<file path="config.mk">
export PLATFORM = sky130hd
export DESIGN_NAME = axi4l_slave_regfile
export DESIGN_NICKNAME = d
export VERILOG_FILES = /design/src/rtl/axi4l_slave_regfile.sv
export SDC_FILE = /design/constraint.sdc
export NUM_CORES = 1
export LEC_CHECK = 0
export BUFFER_PORTS_ARGS = -buffer_cell sky130_fd_sc_hd__buf_2
export CAP_MARGIN = 0
export CORE_UTILIZATION = 59
export DETAILED_ROUTE_END_ITERATION = 16
export PLACE_DENSITY_LB_ADDON = 0.15
export RECOVER_POWER = 25
export SLEW_MARGIN = 20
export SYNTH_ARGS = -nofsm -noshare
export SYNTH_HDL_FRONTEND = slang
export SYNTH_SLANG_ARGS = --single-unit
</file>
<file path="constraint.sdc">
create_clock -name axi4l_clock -period 25.2 [get_ports axi4l_clock]
set_input_delay 2.52 -clock axi4l_clock [delete_from_list [all_inputs] [get_ports axi4l_clock]]
set_output_delay 2.52 -clock axi4l_clock [all_outputs]
set_load 0.05 [all_outputs]
</file>
<file path="src/rtl/axi4l_slave_regfile.sv">
// rtl/axi4l_slave_regfile.sv - AXI4-lite slave backed by a flat register file
// Independent write (idle/commit/resp) and read (idle/resp) machines; all outputs registered.
module axi4l_slave_regfile #(
    parameter int                    ADDR_WIDTH  = 8,
    parameter int                    DATA_WIDTH  = 32,
    parameter int                    NUM_REGS    = 8,
    parameter logic [DATA_WIDTH-1:0] RESET_VALUE = '0
) (
    input  logic                           axi4l_clock,
    input  logic                           axi_areset,
    input  logic [ADDR_WIDTH-1:0]          axi_awaddr,
    input  logic [2:0]                     axi_awprot,
    input  logic                           axi_awaddr_valid,
    output logic                           axi_awaddr_ready,
    input  logic [DATA_WIDTH-1:0]          axi_wdata,
    input  logic [DATA_WIDTH/8-1:0]        axi_wstrb,
    input  logic                           axi_wdata_valid,
    output logic                           axi_wdata_ready,
    output logic [1:0]                     axi_bresp,
    output logic                           axi_bvalid,
    input  logic                           axi_bready,
    input  logic [ADDR_WIDTH-1:0]          axi_araddr,
    input  logic [2:0]                     axi_arprot,
    input  logic                           axi_araddr_valid,
    output logic                           axi_araddr_ready,
    output logic [DATA_WIDTH-1:0]          axi_rdata,
    output logic [1:0]                     axi_rresp,
    output logic                           axi_rvalid,
    input  logic                           axi_rready,
    output logic [DATA_WIDTH-1:0]          axi4l_wdata,
    output logic [ADDR_WIDTH-1:0]          axi4l_waddr,
    output logic                           axi4l_wvalid,
    output logic [NUM_REGS*DATA_WIDTH-1:0] regs_out
);

    localparam int STRB_WIDTH = DATA_WIDTH / 8;
    localparam int LSB        = $clog2(STRB_WIDTH);
    localparam int IDX_W      = (NUM_REGS > 1) ? $clog2(NUM_REGS) : 1;
    localparam logic [ADDR_WIDTH-1:0] NREGS_A = ADDR_WIDTH'(NUM_REGS);
    localparam logic [1:0] RESP_OKAY   = 2'b00;
    localparam logic [1:0] RESP_DECERR = 2'b11;

    typedef enum logic [1:0] {W_IDLE, W_COMMIT, W_RESP} wstate_t;
    typedef enum logic {R_IDLE, R_RESP} rstate_t;

    wstate_t                 r_wstate;
    rstate_t                 r_rstate;
    logic [DATA_WIDTH-1:0]   r_regs [NUM_REGS];
    logic                    r_awaddr_ready;
    logic                    r_wdata_ready;
    logic                    r_aw_have;
    logic                    r_w_have;
    logic [ADDR_WIDTH-1:0]   r_awaddr;
    logic [DATA_WIDTH-1:0]   r_wdata_q;
    logic [STRB_WIDTH-1:0]   r_wstrb_q;
    logic                    r_bvalid;
    logic [1:0]              r_bresp;
    logic [DATA_WIDTH-1:0]   r_notify_data;
    logic [ADDR_WIDTH-1:0]   r_notify_addr;
    logic                    r_notify_valid;
    logic                    r_araddr_ready;
    logic                    r_rvalid;
    logic [1:0]              r_rresp;
    logic [DATA_WIDTH-1:0]   r_rdata;

    logic                    w_aw_fire;
    logic                    w_w_fire;
    logic                    w_ar_fire;
    logic [ADDR_WIDTH-1:0]   w_aw_index;
    logic [ADDR_WIDTH-1:0]   w_ar_index;
    logic                    w_aw_hit;
    logic                    w_ar_hit;
    logic [IDX_W-1:0]        w_aw_sel;
    logic [IDX_W-1:0]        w_ar_sel;
    logic [DATA_WIDTH-1:0]   w_merged;
    logic                    w_unused;

    assign w_aw_fire  = axi_awaddr_valid && r_awaddr_ready;
    assign w_w_fire   = axi_wdata_valid && r_wdata_ready;
    assign w_ar_fire  = axi_araddr_valid && r_araddr_ready;
    assign w_aw_index = r_awaddr >> LSB;
    assign w_ar_index = axi_araddr >> LSB;
    assign w_aw_hit   = (w_aw_index < NREGS_A);
    assign w_ar_hit   = (w_ar_index < NREGS_A);
    assign w_aw_sel   = w_aw_index[IDX_W-1:0];
    assign w_ar_sel   = w_ar_index[IDX_W-1:0];
    assign w_unused   = ^{axi_awprot, axi_arprot};

    always_comb begin
        w_merged = r_regs[w_aw_sel];
        for (int k = 0; k < STRB_WIDTH; k++) begin
            if (r_wstrb_q[k]) begin
                w_merged[k*8 +: 8] = r_wdata_q[k*8 +: 8];
            end
        end
    end

    // AW and W are captured independently; commit starts once both are held.
    always_ff @(posedge axi4l_clock or posedge axi_areset) begin
        if (axi_areset) begin
            r_wstate       <= W_IDLE;
            r_awaddr_ready <= 1'b0;
            r_wdata_ready  <= 1'b0;
            r_aw_have      <= 1'b0;
            r_w_have       <= 1'b0;
            r_awaddr       <= '0;
            r_wdata_q      <= '0;
            r_wstrb_q      <= '0;
            r_bvalid       <= 1'b0;
            r_bresp        <= RESP_OKAY;
            r_notify_data  <= '0;
            r_notify_addr  <= '0;
            r_notify_valid <= 1'b0;
            for (int i = 0; i < NUM_REGS; i++) begin
                r_regs[i] <= RESET_VALUE;
            end
        end else begin
            r_notify_valid <= 1'b0;
            case (r_wstate)
                W_IDLE: begin
                    if (w_aw_fire) begin
                        r_awaddr  <= axi_awaddr;
                        r_aw_have <= 1'b1;
                    end
                    if (w_w_fire) begin
                        r_wdata_q <= axi_wdata;
                        r_wstrb_q <= axi_wstrb;
                        r_w_have  <= 1'b1;
                    end
                    if ((r_aw_have || w_aw_fire) && (r_w_have || w_w_fire)) begin
                        r_wstate       <= W_COMMIT;
                        r_awaddr_ready <= 1'b0;
                        r_wdata_ready  <= 1'b0;
                    end else begin
                        r_awaddr_ready <= !(r_aw_have || w_aw_fire);
                        r_wdata_ready  <= !(r_w_have || w_w_fire);
                    end
                end
                W_COMMIT: begin
                    if (w_aw_hit) begin
                        r_regs[w_aw_sel] <= w_merged;
                        r_notify_valid   <= 1'b1;
                        r_notify_data    <= w_merged;
                        r_notify_addr    <= r_awaddr;
                        r_bresp          <= RESP_OKAY;
                    end else begin
                        r_bresp          <= RESP_DECERR;
                    end
                    r_bvalid <= 1'b1;
                    r_wstate <= W_RESP;
                end
                W_RESP: begin
                    if (axi_bready) begin
                        r_bvalid       <= 1'b0;
                        r_aw_have      <= 1'b0;
                        r_w_have       <= 1'b0;
                        r_awaddr_ready <= 1'b1;
                        r_wdata_ready  <= 1'b1;
                        r_wstate       <= W_IDLE;
                    end
                end
                default: r_wstate <= W_IDLE;
            endcase
        end
    end

    // Reads sample the register array before any same-edge commit lands.
    always_ff @(posedge axi4l_clock or posedge axi_areset) begin
        if (axi_areset) begin
            r_rstate       <= R_IDLE;
            r_araddr_ready <= 1'b0;
            r_rvalid       <= 1'b0;
            r_rresp        <= RESP_OKAY;
            r_rdata        <= '0;
        end else begin
            case (r_rstate)
                R_IDLE: begin
                    if (w_ar_fire) begin
                        r_rdata        <= w_ar_hit ? r_regs[w_ar_sel] : '0;
                        r_rresp        <= w_ar_hit ? RESP_OKAY : RESP_DECERR;
                        r_rvalid       <= 1'b1;
                        r_araddr_ready <= 1'b0;
                        r_rstate       <= R_RESP;
                    end else begin
                        r_araddr_ready <= 1'b1;
                    end
                end
                R_RESP: begin
                    if (axi_rready) begin
                        r_rvalid       <= 1'b0;
                        r_araddr_ready <= 1'b1;
                        r_rstate       <= R_IDLE;
                    end
                end
                default: r_rstate <= R_IDLE;
            endcase
        end
    end

    assign axi_awaddr_ready = r_awaddr_ready;
    assign axi_wdata_ready  = r_wdata_ready;
    assign axi_bvalid       = r_bvalid;
    assign axi_bresp        = r_bresp;
    assign axi_araddr_ready = r_araddr_ready;
    assign axi_rvalid       = r_rvalid;
    assign axi_rresp        = r_rresp;
    assign axi_rdata        = r_rdata;
    assign axi4l_wdata      = r_notify_data;
    assign axi4l_waddr      = r_notify_addr;
    assign axi4l_wvalid     = r_notify_valid;

    for (genvar g = 0; g < NUM_REGS; g++) begin : g_regs_out
        assign regs_out[g*DATA_WIDTH +: DATA_WIDTH] = r_regs[g];
    end

endmodule
</file>
==> flow_metrics.tcl <==
set metrics [dict create \
    synth_seq_cells 385 \
    final_antenna_net_count 0 \
    syn_inst 1473 \
    area_growth_pct 18.5 \
    nets 1888 \
    fin_ws_ns 17.92 \
    clkTransAtPathRegs_ns 0.06 \
    synth_cell_type_count 34 \
    syn_nets 1538 \
    ctsResizeCount 0 \
    setup_viol 0 \
    clk_latency_ns 0.53 \
    hold_viol 0 \
    routedWlPerCell_um 23.7 \
    cp_cell_sequence "buf_2 -> clkinvlp_2 -> buf_12 -> buf_4" \
    clock_skew_ns 0.0135 \
    maxSlewHeadroom -3.10 \
    tritoncts "done" \
    synth_mux_area_frac 0.249 \
    ys.flop_type "dfrtp_1" \
    post-route-util 0.716 \
    post_dp_cell_area_um2 20200 \
    stdcell_area_um2 21300 \
    hold_path_class "flop to flop" \
    final.setup.tns_ns 0 \
    antenna_found_initial 3 \
    async_flop_share 1.00 \
    synth_top_area_share 0.535 \
    synth-compound-area-share 0.0974 \
    min_period_ns 7.28 \
    status "complete, but fails checks" \
    syn_avg_cell_area_um2 12.2 \
    worstPathRequired_ns 25.71 \
    grt.total_usage 0.349 \
    dp_slack_ns 19.94 \
    ioPinCount 403 \
    fmax_mhz 137 \
    path_class "primary input to asynchronous set/reset pin" \
    rows 63 \
    synthTopCellsByCount "dfrtp_1, nand2_1, o21ai_0" \
    peakVddDrop_v 0.000103 \
    die_area_um2 31200 \
    gp_congestion 0.889 \
    drive_gt1_frac 0.374 \
    grt_max_degree 172 \
    route.detailed.drc 0 \
    synthAdderAreaFrac 0 \
    initial_core_util 0.604 \
    finalWirelength_um 53100 \
    drv_cap 5 \
    synth_most_common_cell "dfrtp_1" \
    slowest_delay_ns 3.40 \
    synth_edf_count 0 \
    start_kind "primary input" \
    ctsHtreeMaxLevel 2 \
    vias_per_cell 6.14 \
    synth_xor_area_frac 0 \
    violations "capacitance limit, slew limit" \
    ys_top_cells_by_area "dfrtp_1, mux4_2, o21ai_0" \
    synth_top_family_by_area "multiplexers" \
    p_leak_nw 10.5 \
    clock_sinks 385 \
    num_vias 13800 \
    numCtsBuffers 42 \
    worst_slew_pin_slew_ns 6.12 \
    synth_warnings 0 \
    cts_hold_buf 0 \
    crit_fanout 171 \
    yosys.area_share.simple 0.0887 \
    firstDrtPassIters 6 \
    fin_crit_sh 0.289 \
    rsz0062_at_grt "no" \
    coreArea_um2 29800 \
    fp.dieW_um 177 \
    power_density_nw_per_um2 152 \
    fp.dieH_um 177 \
    slew_viol_final 297 \
    dp_hpwl_um 34300 \
    post-cts-setup-buffers 0 \
    cp-end-kind "asynchronous set/reset pin" \
    total_power_mw 3.25 \
    syn-cell-area_um2 18000 \
    gr-total-overflow 0 \
    grt_pass1_vias 14000 \
    grt_pass1_wl_um 81900 \
    root_buffer "clkbuf_16" \
    arrival_ns 7.79 \
    cts_buffer_depth 3 \
    io_buffers 394 \
    initialDrtViolationCount 1100 \
    yosysTopAreaCell "dfrtp_1" \
    seq_area_frac_synth 0.535 \
    slowest_stage "clkinvlp_2" \
]
==> path summary, 6_finish.rpt <==
check / endpoint / startpoint / slack (ns) / cells past startpoint
min reg2reg: axi_rdata[7]$_DFFE_PP0P_ / axi_rdata[7]$_DFFE_PP0P_ / 0.46 / 2
max reg2reg: regs_out[76]$_DFFE_PP0P_ / r_awaddr[4]$_DFFE_PP0P_ / 19.45 / 6
min: axi_rdata[7]$_DFFE_PP0P_ / axi_rdata[7]$_DFFE_PP0P_ / 0.46 / 2
min in group asynchronous: axi_rdata[23]$_DFFE_PP0P_ / axi_areset / 3.93 / 2
max in group axi4l_clock: regs_out[76]$_DFFE_PP0P_ / r_awaddr[4]$_DFFE_PP0P_ / 19.45 / 6
max: regs_out[196]$_DFFE_PP0P_ / axi_areset / 17.92 / 4
==> kinds of logic after synthesis <==
logic type / after synthesis
AOI/OAI and AO/OA: 332
buffers and inverters: 117
muxes: 238
and+or+nand+nor: 401
DFF: 385
==> power breakdown <==
| group | leakage (nW) | switching [mW] | internal (mW) | total, mW |
|---|---|---|---|---|
| sequential | 5.19 | 0.276 | 0.836 | 1.11 |
| combinational | 4.65 | 1.06 | 0.466 | 1.53 |
| clock | 0.669 | 0.244 | 0.362 | 0.606 |
| total | 10.5 | 1.58 | 1.66 | 3.25 |
==> sequential cells by signal, indices dropped and copies added, names as in the netlist, 2 cells and up <==
name         cells
axi4l_waddr      8
axi4l_wdata     32
axi_rdata       32
r_awaddr         8
r_wdata_q       32
r_wstate         2
r_wstrb_q        4
regs_out       256
==> per-layer routing <==
layer	share of wire	GRT usage	up-vias
met2	0.48	0.553	717
met1	0.39	0.474	6904
li1	-	-	6011
met3	0.090	0.0732	127
met5	0.00024	0	-
met4	0.039	0.143	2
==> final cells by class <==
| type | count | area, um2 |
|---|---|---|
| Tap cell | 390 | 488 |
| Sequential cell | 385 | 9640 |
| Timing Repair Buffer | 418 | 2150 |
| Inverter | 5 | 20.0 |
| Fill cell | 2182 | 8470 |
| Clock buffer | 62 | 1250 |
| Antenna cell | 2 | 5.00 |
| Multi-Input combinational cell | 971 | 7670 |
| Clock inverter | 10 | 106 |
==> cell usage in the layout, fill, tap and decap left out, types with 2 or more instances in the layout <==
cell type	Yosys	layout
a21o_1	2	2
a21oi_1	7	7
a22oi_1	32	32
and2_0	0	2
and2_1	4	2
and3_1	3	2
buf_2	21	392
buf_4	4	19
bufinv_16	0	2
clkbuf_1	79	15
clkbuf_16	0	43
clkbuf_8	0	10
clkinv_2	0	6
dfrtp_1	385	382
dfrtp_2	0	2
diode_2	0	2
inv_1	5	4
mux2_1	0	2
mux2_2	78	76
mux2i_1	0	16
mux2i_4	28	15
mux4_1	11	11
mux4_2	117	117
nand2_1	366	365
nand3b_1	4	4
nand4_1	4	4
nand4b_1	4	4
nor2_1	7	7
nor2b_1	3	3
o21ai_0	275	275
o21ai_1	14	14
==> critical path, delay by kind of cell <==
kind	cells	cell delay [ns]
buf+inv	4	5.06
==> metrics by stage <==
| step | hold slack [ns] | std cells |
|---|---|---|
| 6_report | 0.458 | 2243 |
| 4_1_cts | 0.464 | 2241 |
| 3_3_place_gp | 0.446 | 2169 |
| 5_1_grt | 0.482 | 2242 |
| 3_5_place_dp | 0.450 | 2169 |
| 2_1_floorplan | 0.435 | 1473 |
No activity file was read; power rests on OpenSTA's default activity.
